$ cat src/rtl/pdh_pkg.sv
// Shared definitions for the DAC write sequencer: FSM states, the mid-scale
// reset code and the channel-mask encodings.
package pdh_pkg;

    typedef enum logic [2:0] {
        IDLE,
        SETUP1,
        WRT1,
        SETUP2,
        WRT2
    } seq_state_e;

    localparam logic [13:0] MID_CODE_DEFAULT = 14'h2000;

    localparam logic [1:0] CH1  = 2'b01;
    localparam logic [1:0] CH2  = 2'b10;
    localparam logic [1:0] BOTH = 2'b11;

    function automatic logic has_chan(input logic [1:0] mask, input logic [1:0] chan);
        return (mask & chan) != 2'b00;
    endfunction

endpackage

$ cat src/rtl/dac_write_sequencer_if.sv
// Request handshake plus the interleaved DAC bus of the write sequencer.
interface dac_write_sequencer_if #(
    parameter int DAC_DATA_WIDTH = 14
);
    logic                      req_valid_i;
    logic                      req_ready_o;
    logic [1:0]                req_chan_i;
    logic [DAC_DATA_WIDTH-1:0] req_ch1_i;
    logic [DAC_DATA_WIDTH-1:0] req_ch2_i;

    logic [DAC_DATA_WIDTH-1:0] dac_dat_o;
    logic                      dac_wrt_o;
    logic                      dac_sel_o;
    logic                      dac_rst_o;

    modport master (
        output req_valid_i, req_chan_i, req_ch1_i, req_ch2_i,
        input  req_ready_o, dac_dat_o, dac_wrt_o, dac_sel_o, dac_rst_o
    );

    modport slave (
        input  req_valid_i, req_chan_i, req_ch1_i, req_ch2_i,
        output req_ready_o, dac_dat_o, dac_wrt_o, dac_sel_o, dac_rst_o
    );
endinterface

$ cat src/rtl/dac_write_sequencer.sv
// Sequences one- or two-channel writes onto an interleaved DAC bus: a setup
// cycle with the strobe low, then HOLD_CYCLES cycles with the strobe high.
module dac_write_sequencer
    import pdh_pkg::*;
#(
    parameter int                        DAC_DATA_WIDTH = 14,
    parameter logic [DAC_DATA_WIDTH-1:0] MID_CODE       = DAC_DATA_WIDTH'(MID_CODE_DEFAULT),
    parameter int                        HOLD_CYCLES    = 1
) (
    input  logic                      clk,
    input  logic                      rst,
    dac_write_sequencer_if.slave      bus,
    output logic                      busy_o,
    output logic [DAC_DATA_WIDTH-1:0] ch1_cur_o,
    output logic [DAC_DATA_WIDTH-1:0] ch2_cur_o,
    output logic [15:0]               write_count_o
);

    localparam logic [3:0] HOLD_LAST = 4'(HOLD_CYCLES - 1);

    seq_state_e                state, state_nxt;
    logic [DAC_DATA_WIDTH-1:0] ch1_lat, ch1_lat_nxt;
    logic [DAC_DATA_WIDTH-1:0] ch2_lat, ch2_lat_nxt;
    logic                      ch2_pend, ch2_pend_nxt;
    logic [3:0]                hold_cnt, hold_cnt_nxt;
    logic [DAC_DATA_WIDTH-1:0] ch1_cur_nxt, ch2_cur_nxt;
    logic [15:0]               count_nxt;
    logic [DAC_DATA_WIDTH-1:0] dat_nxt;
    logic                      sel_nxt, wrt_nxt;
    logic                      accept, hold_done;

    assign bus.req_ready_o = (state == IDLE) && !rst;
    assign bus.dac_rst_o   = rst;
    assign busy_o          = (state != IDLE);
    assign accept          = bus.req_valid_i && bus.req_ready_o;
    assign hold_done       = (hold_cnt == HOLD_LAST);

    // NOTE: every variable gets its default first so no path leaves it unassigned (no latch).
    always_comb begin
        state_nxt    = state;
        ch1_lat_nxt  = ch1_lat;
        ch2_lat_nxt  = ch2_lat;
        ch2_pend_nxt = ch2_pend;
        hold_cnt_nxt = hold_cnt;
        ch1_cur_nxt  = ch1_cur_o;
        ch2_cur_nxt  = ch2_cur_o;
        count_nxt    = write_count_o;

        case (state)
            IDLE: begin
                if (accept) begin
                    if (has_chan(bus.req_chan_i, CH1)) ch1_lat_nxt = bus.req_ch1_i;
                    if (has_chan(bus.req_chan_i, CH2)) ch2_lat_nxt = bus.req_ch2_i;
                    ch2_pend_nxt = has_chan(bus.req_chan_i, CH2);
                    if (has_chan(bus.req_chan_i, CH1))      state_nxt = SETUP1;
                    else if (has_chan(bus.req_chan_i, CH2)) state_nxt = SETUP2;
                end
            end
            SETUP1: state_nxt = WRT1;
            WRT1: begin
                if (hold_done) begin
                    hold_cnt_nxt = 4'd0;
                    ch1_cur_nxt  = ch1_lat;
                    count_nxt    = write_count_o + 16'd1;
                    state_nxt    = ch2_pend ? SETUP2 : IDLE;
                end else begin
                    hold_cnt_nxt = hold_cnt + 4'd1;
                end
            end
            SETUP2: state_nxt = WRT2;
            WRT2: begin
                if (hold_done) begin
                    hold_cnt_nxt = 4'd0;
                    ch2_cur_nxt  = ch2_lat;
                    count_nxt    = write_count_o + 16'd1;
                    state_nxt    = IDLE;
                end else begin
                    hold_cnt_nxt = hold_cnt + 4'd1;
                end
            end
            default: state_nxt = IDLE;
        endcase
    end

    // Bus values are decoded from the next state so the registered outputs line up with it.
    always_comb begin
        dat_nxt = ch1_cur_nxt;
        sel_nxt = 1'b0;
        wrt_nxt = 1'b0;
        case (state_nxt)
            SETUP1, WRT1: begin
                dat_nxt = ch1_lat_nxt;
                wrt_nxt = (state_nxt == WRT1);
            end
            SETUP2, WRT2: begin
                dat_nxt = ch2_lat_nxt;
                sel_nxt = 1'b1;
                wrt_nxt = (state_nxt == WRT2);
            end
            default: ;
        endcase
    end

    // NOTE: sequential state uses non-blocking assignments only, so all registers update together.
    always_ff @(posedge clk or posedge rst) begin
        if (rst) begin
            state         <= IDLE;
            ch1_lat       <= MID_CODE;
            ch2_lat       <= MID_CODE;
            ch2_pend      <= 1'b0;
            hold_cnt      <= 4'd0;
            ch1_cur_o     <= MID_CODE;
            ch2_cur_o     <= MID_CODE;
            write_count_o <= 16'd0;
            bus.dac_dat_o <= MID_CODE;
            bus.dac_sel_o <= 1'b0;
            bus.dac_wrt_o <= 1'b0;
        end else begin
            state         <= state_nxt;
            ch1_lat       <= ch1_lat_nxt;
            ch2_lat       <= ch2_lat_nxt;
            ch2_pend      <= ch2_pend_nxt;
            hold_cnt      <= hold_cnt_nxt;
            ch1_cur_o     <= ch1_cur_nxt;
            ch2_cur_o     <= ch2_cur_nxt;
            write_count_o <= count_nxt;
            bus.dac_dat_o <= dat_nxt;
            bus.dac_sel_o <= sel_nxt;
            bus.dac_wrt_o <= wrt_nxt;
        end
    end

endmodule

$ cat src/flat_wrapper.sv
// flat-port wrapper written by rule: the top's interface ports become plain ports
module dac_write_sequencer_flat import pdh_pkg::*;
#(
    parameter int                        DAC_DATA_WIDTH = 14,
    parameter logic [DAC_DATA_WIDTH-1:0] MID_CODE       = DAC_DATA_WIDTH'(MID_CODE_DEFAULT),
    parameter int                        HOLD_CYCLES    = 1
)
  (clk, rst, busy_o, ch1_cur_o, ch2_cur_o, write_count_o, bus_req_valid_i, bus_req_chan_i, bus_req_ch1_i, bus_req_ch2_i, bus_req_ready_o, bus_dac_dat_o, bus_dac_wrt_o, bus_dac_sel_o, bus_dac_rst_o);
  dac_write_sequencer_if #(.DAC_DATA_WIDTH(DAC_DATA_WIDTH)) bus_i ();
  input  logic clk;
  input  logic rst;
  output logic busy_o;
  output logic [DAC_DATA_WIDTH-1:0] ch1_cur_o;
  output logic [DAC_DATA_WIDTH-1:0] ch2_cur_o;
  output logic [15:0] write_count_o;
  input wire logic [$bits(bus_i.req_valid_i)-1:0] bus_req_valid_i;
  input wire logic [$bits(bus_i.req_chan_i)-1:0] bus_req_chan_i;
  input wire logic [$bits(bus_i.req_ch1_i)-1:0] bus_req_ch1_i;
  input wire logic [$bits(bus_i.req_ch2_i)-1:0] bus_req_ch2_i;
  output wire logic [$bits(bus_i.req_ready_o)-1:0] bus_req_ready_o;
  output wire logic [$bits(bus_i.dac_dat_o)-1:0] bus_dac_dat_o;
  output wire logic [$bits(bus_i.dac_wrt_o)-1:0] bus_dac_wrt_o;
  output wire logic [$bits(bus_i.dac_sel_o)-1:0] bus_dac_sel_o;
  output wire logic [$bits(bus_i.dac_rst_o)-1:0] bus_dac_rst_o;
  assign bus_i.req_valid_i = bus_req_valid_i;
  assign bus_i.req_chan_i = bus_req_chan_i;
  assign bus_i.req_ch1_i = bus_req_ch1_i;
  assign bus_i.req_ch2_i = bus_req_ch2_i;
  assign bus_req_ready_o = bus_i.req_ready_o;
  assign bus_dac_dat_o = bus_i.dac_dat_o;
  assign bus_dac_wrt_o = bus_i.dac_wrt_o;
  assign bus_dac_sel_o = bus_i.dac_sel_o;
  assign bus_dac_rst_o = bus_i.dac_rst_o;
  dac_write_sequencer #(.DAC_DATA_WIDTH(DAC_DATA_WIDTH), .MID_CODE(MID_CODE), .HOLD_CYCLES(HOLD_CYCLES)) u_core (.clk(clk), .rst(rst), .bus(bus_i), .busy_o(busy_o), .ch1_cur_o(ch1_cur_o), .ch2_cur_o(ch2_cur_o), .write_count_o(write_count_o));
endmodule
$ cat config.mk
export PLATFORM = sky130hd
export DESIGN_NAME = dac_write_sequencer_flat
export DESIGN_NICKNAME = d
export VERILOG_FILES = /design/src/rtl/pdh_pkg.sv /design/src/rtl/dac_write_sequencer_if.sv /design/src/rtl/dac_write_sequencer.sv /design/src/flat_wrapper.sv
export SDC_FILE = /design/constraint.sdc
export NUM_CORES = 1
export LEC_CHECK = 0
export BUFFER_PORTS_ARGS = -buffer_cell sky130_fd_sc_hd__buf_2
export CAP_MARGIN = 10
export CORE_UTILIZATION = 45
export CTS_BUF_LIST = sky130_fd_sc_hd__clkbuf_4
export DETAILED_ROUTE_END_ITERATION = 6
export HOLD_SLACK_MARGIN = 0.1
export PLACE_DENSITY = 0.71
export SYNTH_ARGS = -nofsm -noshare
export SYNTH_HDL_FRONTEND = slang
export SYNTH_SLANG_ARGS = --single-unit
$ cat constraint.sdc
create_clock -name clk -period 6.25 [get_ports clk]
set_input_delay 1.25 -clock clk [delete_from_list [all_inputs] [get_ports clk]]
set_output_delay 1.25 -clock clk [all_outputs]
set_load 0.005 [all_outputs]
==> Word-level counts from Yosys, hierarchy flattened <==
Cells that the tools add are included.
{ "totals": {"reg_bits": 96, "output_inout_bits": 63, "word_cells": 52} }
{ "classes": {"eq_ne": 8, "reduce_logical": 12, "n_mux": 19, "addsub": 2} }
{ "op_table": {"columns": ["cell", "count"], "rows": [
  ["14-bit two-way mux", 8],
  ["14-bit case mux with 2 select lines", 1],
  ["16-bit by 1-bit adder with 16-bit output (second input constant)", 1],
  ["3-bit two-way mux", 5],
  ["3-bit case mux with 5 select lines", 1],
  ["3-bit by 2-bit equality test with 1-bit output (second input constant)", 4],
  ["3-bit by 1-bit equality test with 1-bit output (second input constant)", 2],
  ["3-bit equality test (second input constant)", 2],
  ["2-bit AND reduction", 3],
  ["2-bit OR reduction", 3],
  ["4-bit by 1-bit adder with 4-bit output (second input constant)", 1],
  ["4-bit zero test", 1],
  ["4-bit two-way mux", 1],
  ["3-bit zero test", 1],
  ["3-bit nonzero test", 1],
  ["1-bit logical AND", 2],
  ["2-bit two-way mux", 1],
  ["1-bit case mux with 2 select lines", 1],
  ["1-bit zero test", 1],
  ["1-bit two-way mux", 1]
]} }

==> Logic depth before layout (Yosys ltp) <==
Gate-level depths: netlist (run 1).
{ "logic_depth": {"depth_word": 8, "depth_mapped": 9, "depth_no_buf": 7} }

==> Worst setup path after synthesis (run 1) <==
Ideal clock, no wire load.
{ "synth_path": {"kind": "input -> output", "from": "input rst", "to": "output bus_req_ready_o", "required_ns": 5.000, "n_path_buf": 0, "cell_stages": 2, "path_slack_ns": 3.191, "arrival_time_ns": 1.809, "path_cell_list": "or4_4 clkinv_2"} }
{ "synth_via": {"elab_chain_len": 2} }
{ "synth_rtl": {"columns": ["item", "line", "source"], "rows": [
  ["from (decl)", "flat_wrapper.sv:11", "input logic rst;"],
  ["1-bit zero test", "dac_write_sequencer.sv:32", "assign bus.req_ready_o = (state == IDLE) && !rst;"],
  ["1-bit logical AND", "dac_write_sequencer.sv:32", null],
  ["to (decl)", "flat_wrapper.sv:20", "output wire logic [$bits(bus_i.req_ready_o)-1:0] bus_req_ready_o;"]
]} }
No other way between the ends.

==> Final worst setup path (run 1) <==
{ "layout_path": {"from": "register u_core.hold_cnt[1]", "to": "register u_core.bus.dac_dat_o[7]"} }
{ "layout_via": {"elab_chain_len": 6, "elab_cells_between_ends": 13} }
{ "layout_rtl": {"columns": ["item", "line", "source"], "rows": [
  ["from (decl)", "dac_write_sequencer.sv:25", "logic [3:0] hold_cnt, hold_cnt_nxt;"],
  ["from (signal assigned)", "dac_write_sequencer.sv:123", "hold_cnt <= hold_cnt_nxt;"],
  ["4-bit zero test *", "dac_write_sequencer.sv:36", "assign hold_done = (hold_cnt == HOLD_LAST);"],
  ["3-bit two-way mux, on equally long branches", "dac_write_sequencer.sv:72, dac_write_sequencer.sv:61", null],
  ["3-bit case mux with 5 select lines *", "dac_write_sequencer.sv:49", "case (state)"],
  ["net u_core.state_nxt[2]", "dac_write_sequencer.sv:21", "seq_state_e state, state_nxt;"],
  ["3-bit by 2-bit equality test with 1-bit output (tied with other cells)", "dac_write_sequencer.sv:90", "case (state_nxt)"],
  ["2-bit OR reduction", "dac_write_sequencer.sv:90", null],
  ["14-bit case mux with 2 select lines *", "dac_write_sequencer.sv:90", null],
  ["net u_core.dat_nxt[7]", "dac_write_sequencer.sv:28", "logic [DAC_DATA_WIDTH-1:0] dat_nxt;"],
  ["to (signal assigned)", "dac_write_sequencer.sv:127", "bus.dac_dat_o <= dat_nxt;"],
  ["to (decl)", "dac_write_sequencer_if.sv:23", "output req_ready_o, dac_dat_o, dac_wrt_o, dac_sel_o, dac_rst_o"]
]} }
Mark *: on every way through the listed nets, which the timed path passes. The rest lies on a longest branch.
A chain may end at the register's enable or synchronous reset.

==> impl_metrics.env, run 1 <==
export IMPL_rsz0062_at_grt="no"
export IMPL_numCtsBuffers=9
export IMPL_power_leakage_nw=2.37
export IMPL_grt_overflow=0
export IMPL_power_density_mw_per_mm2=458
export IMPL_ctsHoldBuffers=0
export IMPL_htree_num_levels=3
export IMPL_port_buffers=95
export IMPL_ys_types=51
export IMPL_start_kind="flop"
export IMPL_nNetsFinal=449
export IMPL_drv_cap=0
export IMPL_dp_cells=531
export IMPL_cts_root_buf="clkbuf_4"
export IMPL_postSynthAreaPerCell_um2=13.6
export IMPL_crit_fanout=17
export IMPL_grt_max_degree=51
export IMPL_max_clock_freq_ghz=0.288
export IMPL_cts_buffer_depth=2
export IMPL_n_antenna_cell=0
export IMPL_start_util=0.467
export IMPL_run_status="completed"
export IMPL_regArea_mm2=0.00241
export IMPL_syn_inst=319
export IMPL_first_pass_iters=4
export IMPL_max_vdd_ir_drop_mv=0.249
export IMPL_post_cts_setup_buffers=0
export IMPL_grt_usage=0.194
export IMPL_wl_per_cell_um=16.8
export IMPL_ys_top_cells_by_area="dfrtp_1 (52%), mux2_2 (9.9%), mux2i_1 (6.0%)"
export IMPL_setup_viol=0
export IMPL_worst_slew_pin_slew_ns=1.09
export IMPL_worstSetupPathType="reg -> reg"
export IMPL_syn_to_final_growth_pct=15.6
export IMPL_grt_pass1_vias=3002
export IMPL_vias=2871
export IMPL_die_height_um=100
export IMPL_gp_congestion=0.785
export IMPL_hold_viol_final=0
export IMPL_skew_ns=0.0241
export IMPL_route_antenna_remaining_nets=0
export IMPL_fin_cells=547
export IMPL_rows=35
export IMPL_yosysTopAreaCellShare=0.525
export IMPL_drt_total_wl_um=9210
export IMPL_timing_final_crit_share=0.555
export IMPL_synth_edf_count=0
export IMPL_cp_end_kind="flop"
export IMPL_clk_pin_slew_worst_paths_ns=0.16
export IMPL_viasPerCell=5.25
export IMPL_yosys_top_cells_count="dfrtp_1 (91), mux2_2 (38), mux2i_1 (26), nor2_1 (21), nand2_1 (16)"
export IMPL_io_pins=96
export IMPL_worst_ep_arrival_time_ns=3.76
export IMPL_cts_repair_resized=0
export IMPL_finalCriticalPeriod_ns=3.47
export IMPL_synthFlopType="dfrtp_1"
export IMPL_synth_seq_cells=96
export IMPL_yosysMostFrequentCell="dfrtp_1"
export IMPL_slew_headroom=0.273
export IMPL_drv_slew=0
export IMPL_drc_errors=0
export IMPL_clock_latency_ns=0.45
export IMPL_cts_sinks=96
export IMPL_synth_fp_nets=355
export IMPL_fillers=846
export IMPL_async_flop_share=1.00
export IMPL_antenna_found_initial=0
export IMPL_multi_input_area_mm2=0.00180
export IMPL_setup_tns_ns=0
export IMPL_syn_cell_area_mm2=0.00434
export IMPL_hold_class="reg -> reg"
export IMPL_die_area_mm2=0.0100
export IMPL_hold_depth=1
export IMPL_dpl_hpwl_um=6180
export IMPL_fp_coreArea_mm2=0.00928
export IMPL_ys_seq_area_frac=0.555
export IMPL_grt_pass1_wl_um=14800
export IMPL_rr_worst_depth=7
export IMPL_required_ns=6.54
export IMPL_cts_tree="built"
export IMPL_yosysTopAreaCell="dfrtp_1"
export IMPL_drive_above_1_share=0.445
export IMPL_yosysWarningCount=0
export IMPL_drt_initial_drc_count=128
export IMPL_die_w_um=100
==> report_power, final <==
part | switching, mW | internal [mW] | leakage, nW
Combinational | 0.440 | 0.492 | 1.11
Sequential | 0.145 | 0.885 | 1.19
Clock | 0.203 | 0.131 | 0.0707
==> worst paths after layout <==
check                                                     start                                   end  slack [ns]
min reg2reg                u_core.write_count_o[15]$_DFFE_PP0P_  u_core.write_count_o[15]$_DFFE_PP0P_        0.48
max in group asynchronous                                   rst      u_core.ch2_cur_o[11]$_DFFE_PP0P_        4.31
min                        u_core.write_count_o[15]$_DFFE_PP0P_  u_core.write_count_o[15]$_DFFE_PP0P_        0.48
max                              u_core.hold_cnt[1]$_DFFE_PP0N_     u_core.bus.dac_dat_o[7]$_DFF_PP0_        2.78
min in group asynchronous                                   rst           u_core.ch1_lat[0]$_DFF_PP0_        0.88
max reg2reg                      u_core.hold_cnt[1]$_DFFE_PP0N_     u_core.bus.dac_dat_o[7]$_DFF_PP0_        2.78
==> kinds of logic after synthesis <==
kind of cell,share of synthesized area
XOR/XNOR,0.0384
AND/OR/NAND/NOR,0.0969
AO/OA/AOI/OAI,0.0626
buffers and inverters,0.0314
adder cells (fa/ha/maj),0.00865
multiplexers,0.207
flip-flops,0.555
==> flip-flops by register name (all words and copies together) (netlist names) <==
| register | flops |
|---|---|
| u_core.bus.dac_sel_o | 1 |
| u_core.ch2_lat | 14 |
| u_core.write_count_o | 16 |
| u_core.state | 3 |
| u_core.bus.dac_wrt_o | 1 |
| u_core.hold_cnt | 4 |
| u_core.ch1_lat | 14 |
| u_core.bus.dac_dat_o | 14 |
| u_core.ch2_pend | 1 |
| u_core.ch1_cur_o | 14 |
| u_core.ch2_cur_o | 14 |
==> routing by layer <==
layer	GRT usage	wire (µm)	share of wire	up-vias
met5	0	0	0	-
met4	0.0725	212	0.023	0
met3	0.0543	510	0.055	18
met2	0.324	4480	0.49	88
met1	0.242	4010	0.44	1434
li1	-	-	-	1331
==> cell usage in the layout, fill, tap and decap left out, types with 3 or more instances in the layout <==
cell type / n
a221oi_1: 4
a221oi_2: 9
buf_2: 95
clkbuf_4: 11
dfrtp_1: 91
dfstp_2: 5
ha_1: 3
inv_1: 4
mux2_1: 8
mux2_2: 38
mux2_4: 8
mux2i_1: 26
nand2_1: 16
nand2b_1: 3
nand3_1: 7
nand4_1: 7
nor2_1: 20
nor3_1: 3
o21ai_0: 3
xnor2_1: 15
xor2_1: 4
==> worst max-delay path, stage by stage (launching register included) <==
cell      delay, ns
dfrtp_1        0.43
inv_1          0.09
ha_1           0.20
or3b_2         0.49
a32oi_2        0.90
inv_1          0.22
nor2_2         0.76
a221oi_1       0.24
==> through the flow <==
stage,utilization,hold slack (ns),area [µm²],setup WS [ns],power [mW]
after global placement,0.525,0.455,4880,2.90,1.95
after global routing,0.540,0.514,5020,2.62,2.45
after floorplan,-,0.468,4340,2.50,1.69
final,0.540,0.481,5020,2.78,2.30
after detailed placement,0.525,0.467,4880,2.78,1.98
after CTS,0.540,0.485,5020,2.80,2.32
==> cell type report <==
type / instances / area share
tap: 129 / 0.0322
timing repair buffer: 96 / 0.0963
sequential: 96 / 0.480
multi-input combinational: 204 / 0.358
clock inverter: 5 / 0.0115
inverter: 6 / 0.00524
clock buffer: 11 / 0.0165
No activity file was read; power rests on OpenSTA's default activity.
==> run 2, diff against run 1 <==
==> constraint.sdc (replaced) <==
create_clock -name clk -period 3.3 [get_ports clk]
set_input_delay 0.66 -clock clk [delete_from_list [all_inputs] [get_ports clk]]
set_output_delay 0.66 -clock clk [all_outputs]
set_load 0.005 [all_outputs]
==> impl_metrics.env, run 2 (synthesis results as in run 1) <==
export IMPL_run_status="completed"
export IMPL_cts_buffer_depth=2
export IMPL_power_leakage_nw=2.40
export IMPL_crit_fanout=13
export IMPL_first_pass_iters=4
export IMPL_die_height_um=100
export IMPL_p_int_mw=2.93
export IMPL_power_density_mw_per_mm2=874
export IMPL_r2r_start="u_core.hold_cnt[0]$_DFFE_PP0N_"
export IMPL_gp_congestion=0.873
export IMPL_antenna_found_initial=0
export IMPL_hold_viol_final=0
export IMPL_power_mw=4.43
export IMPL_setup_viol=0
export IMPL_numCtsBuffers=9
export IMPL_finalCriticalPeriod_ns=2.62
export IMPL_grt_max_degree=51
export IMPL_power_switching_fraction=0.338
export IMPL_port_buffers=95
export IMPL_max_vdd_ir_drop_mv=0.422
export IMPL_drv_cap=0
export IMPL_route_antenna_remaining_nets=0
export IMPL_preCtsSetupSlack_ns=0.688
export IMPL_endpoint="u_core.bus.dac_dat_o[7]$_DFF_PP0_"
export IMPL_worstSetupPathType="reg -> reg"
export IMPL_setup_slack_ns=0.682
export IMPL_mostFrequentLayoutCell="buf_2"
export IMPL_placed_area_mm2=0.00491
export IMPL_startpoint="u_core.hold_cnt[0]$_DFFE_PP0N_"
export IMPL_die_area_mm2=0.0100
export IMPL_grt_pass1_vias=2978
export IMPL_setup_tns_ns=0
export IMPL_worstReg2RegEnd="u_core.bus.dac_dat_o[7]$_DFF_PP0_"
export IMPL_wl_per_cell_um=16.5
export IMPL_r2r_slack_ns=0.68
export IMPL_drive_above_1_share=0.450
export IMPL_hold_worst_slack_ns=0.314
export IMPL_fillers=838
export IMPL_n_antenna_cell=0
export IMPL_grt_overflow=0
export IMPL_power_switching_mw=1.50
export IMPL_power_share_clock=0.157
export IMPL_clock_latency_ns=0.44
export IMPL_rsz0062_at_grt="no"
export IMPL_drt_total_wl_um=9050
export IMPL_ctsHoldBuffers=0
export IMPL_largest_reg_flops=16
export IMPL_grt_pass1_wl_um=14700
export IMPL_comb_power_share=0.401
export IMPL_cp_end_kind="flop"
export IMPL_cts_repair_resized=0
export IMPL_clk_pin_slew_worst_paths_ns=0.15
export IMPL_die_w_um=100
export IMPL_final_cell_mix="buf_2 (95), dfrtp_1 (91), mux2_2 (38)"
export IMPL_worst_ep_arrival_time_ns=2.90
export IMPL_required_ns=3.58
export IMPL_htree_num_levels=3
export IMPL_syn_to_final_growth_pct=16.8
export IMPL_max_clock_freq_ghz=0.382
export IMPL_skew_ns=0.0135
export IMPL_post_cts_setup_buffers=0
export IMPL_cts_tree="built"
export IMPL_regMostFlops="u_core.write_count_o"
export IMPL_start_kind="flop"
export IMPL_pwr_share_seq=0.442
export IMPL_cts_root_buf="clkbuf_4"
export IMPL_grt_usage=0.193
export IMPL_rows=35
export IMPL_worst_slew_pin_slew_ns=0.917
export IMPL_timing_final_crit_share=0.793
export IMPL_vias=2862
export IMPL_nNetsFinal=452
export IMPL_start_util=0.467
export IMPL_dpl_hpwl_um=6170
export IMPL_fp_coreArea_mm2=0.00928
export IMPL_viasPerCell=5.21
export IMPL_drv_slew=0
export IMPL_rr_worst_depth=7
export IMPL_io_pins=96
export IMPL_cts_sinks=96
export IMPL_hold_class="in -> async"
export IMPL_slew_headroom=0.387
export IMPL_drt_initial_drc_count=85
export IMPL_drc_errors=0
export IMPL_design_area_mm2=0.00507
## run 2: cell types whose count changed in the layout (fill, tap and decap cells not counted), sizes merged
| cell | before | now |
|---|---|---|
| clkinvlp | 2 | 1 |
| clkbuf | 11 | 10 |
| inv | 5 | 6 |
| clkinv | 3 | 2 |
| buf | 96 | 99 |
| bufinv | 1 | 2 |
## run 2: power groups by stage
| stage | sequential (mW) | clock (mW) | combinational [mW] |
|---|---|---|---|
| 4_1_cts | 1.96 | 0.722 | 1.80 |
| 5_1_grt | 2.03 | 0.760 | 1.95 |
| 3_5_place_dp | 1.98 | 0 | 1.79 |
| 2_1_floorplan | 1.94 | 0 | 1.26 |
| 6_report | 1.96 | 0.696 | 1.77 |
| 3_3_place_gp | 1.97 | 0 | 1.73 |
## run 2: how the worst min path moves through the flow
stage | start | endpoint | slack, ns
after global routing | rst | u_core.write_count_o[1]$_DFFE_PP0P_ | 0.34
after CTS | rst | u_core.write_count_o[0]$_DFFE_PP0P_ | 0.31
after global placement | u_core.write_count_o[15]$_DFFE_PP0P_ | u_core.write_count_o[15]$_DFFE_PP0P_ | 0.45
after floorplan | u_core.write_count_o[15]$_DFFE_PP0P_ | u_core.write_count_o[15]$_DFFE_PP0P_ | 0.47
after detailed placement | u_core.write_count_o[15]$_DFFE_PP0P_ | u_core.write_count_o[15]$_DFFE_PP0P_ | 0.46
final | rst | u_core.hold_cnt[0]$_DFFE_PP0N_ | 0.31
## run 2: critical path, stage by stage, from the launching register on
cell and delay [ns]:
dfrtp_1 0.43, inv_1 0.10, ha_1 0.20, or3b_2 0.48
a32oi_2 0.23, inv_1 0.10, nor2_2 0.66, a221oi_1 0.25
## run 2: final cells by class
class | count | area (µm²) | share of cell area
multi-input combinational | 204 | 1800 | 0.355
inverter | 6 | 26.3 | 0.00519
clock buffer | 10 | 75.1 | 0.0148
tap | 129 | 161 | 0.0319
timing repair buffer | 99 | 518 | 0.102
clock inverter | 5 | 81.3 | 0.0160
sequential | 96 | 2410 | 0.475
## run 2: through the flow
stage | cells | utilization
5_1_grt | 549 | 0.546
3_5_place_dp | 534 | 0.529
2_1_floorplan | 319 | -
4_1_cts | 549 | 0.546
3_3_place_gp | 534 | 0.529
6_report | 549 | 0.546
## run 2: per-layer routing
metal,up-vias,wire length (µm),track usage,part of all wire
met4,0,110,0.0569,0.012
met1,1445,3910,0.234,0.43
met5,-,0,0,0
met2,69,4660,0.340,0.52
li1,1337,-,-,-
met3,11,370,0.0467,0.041
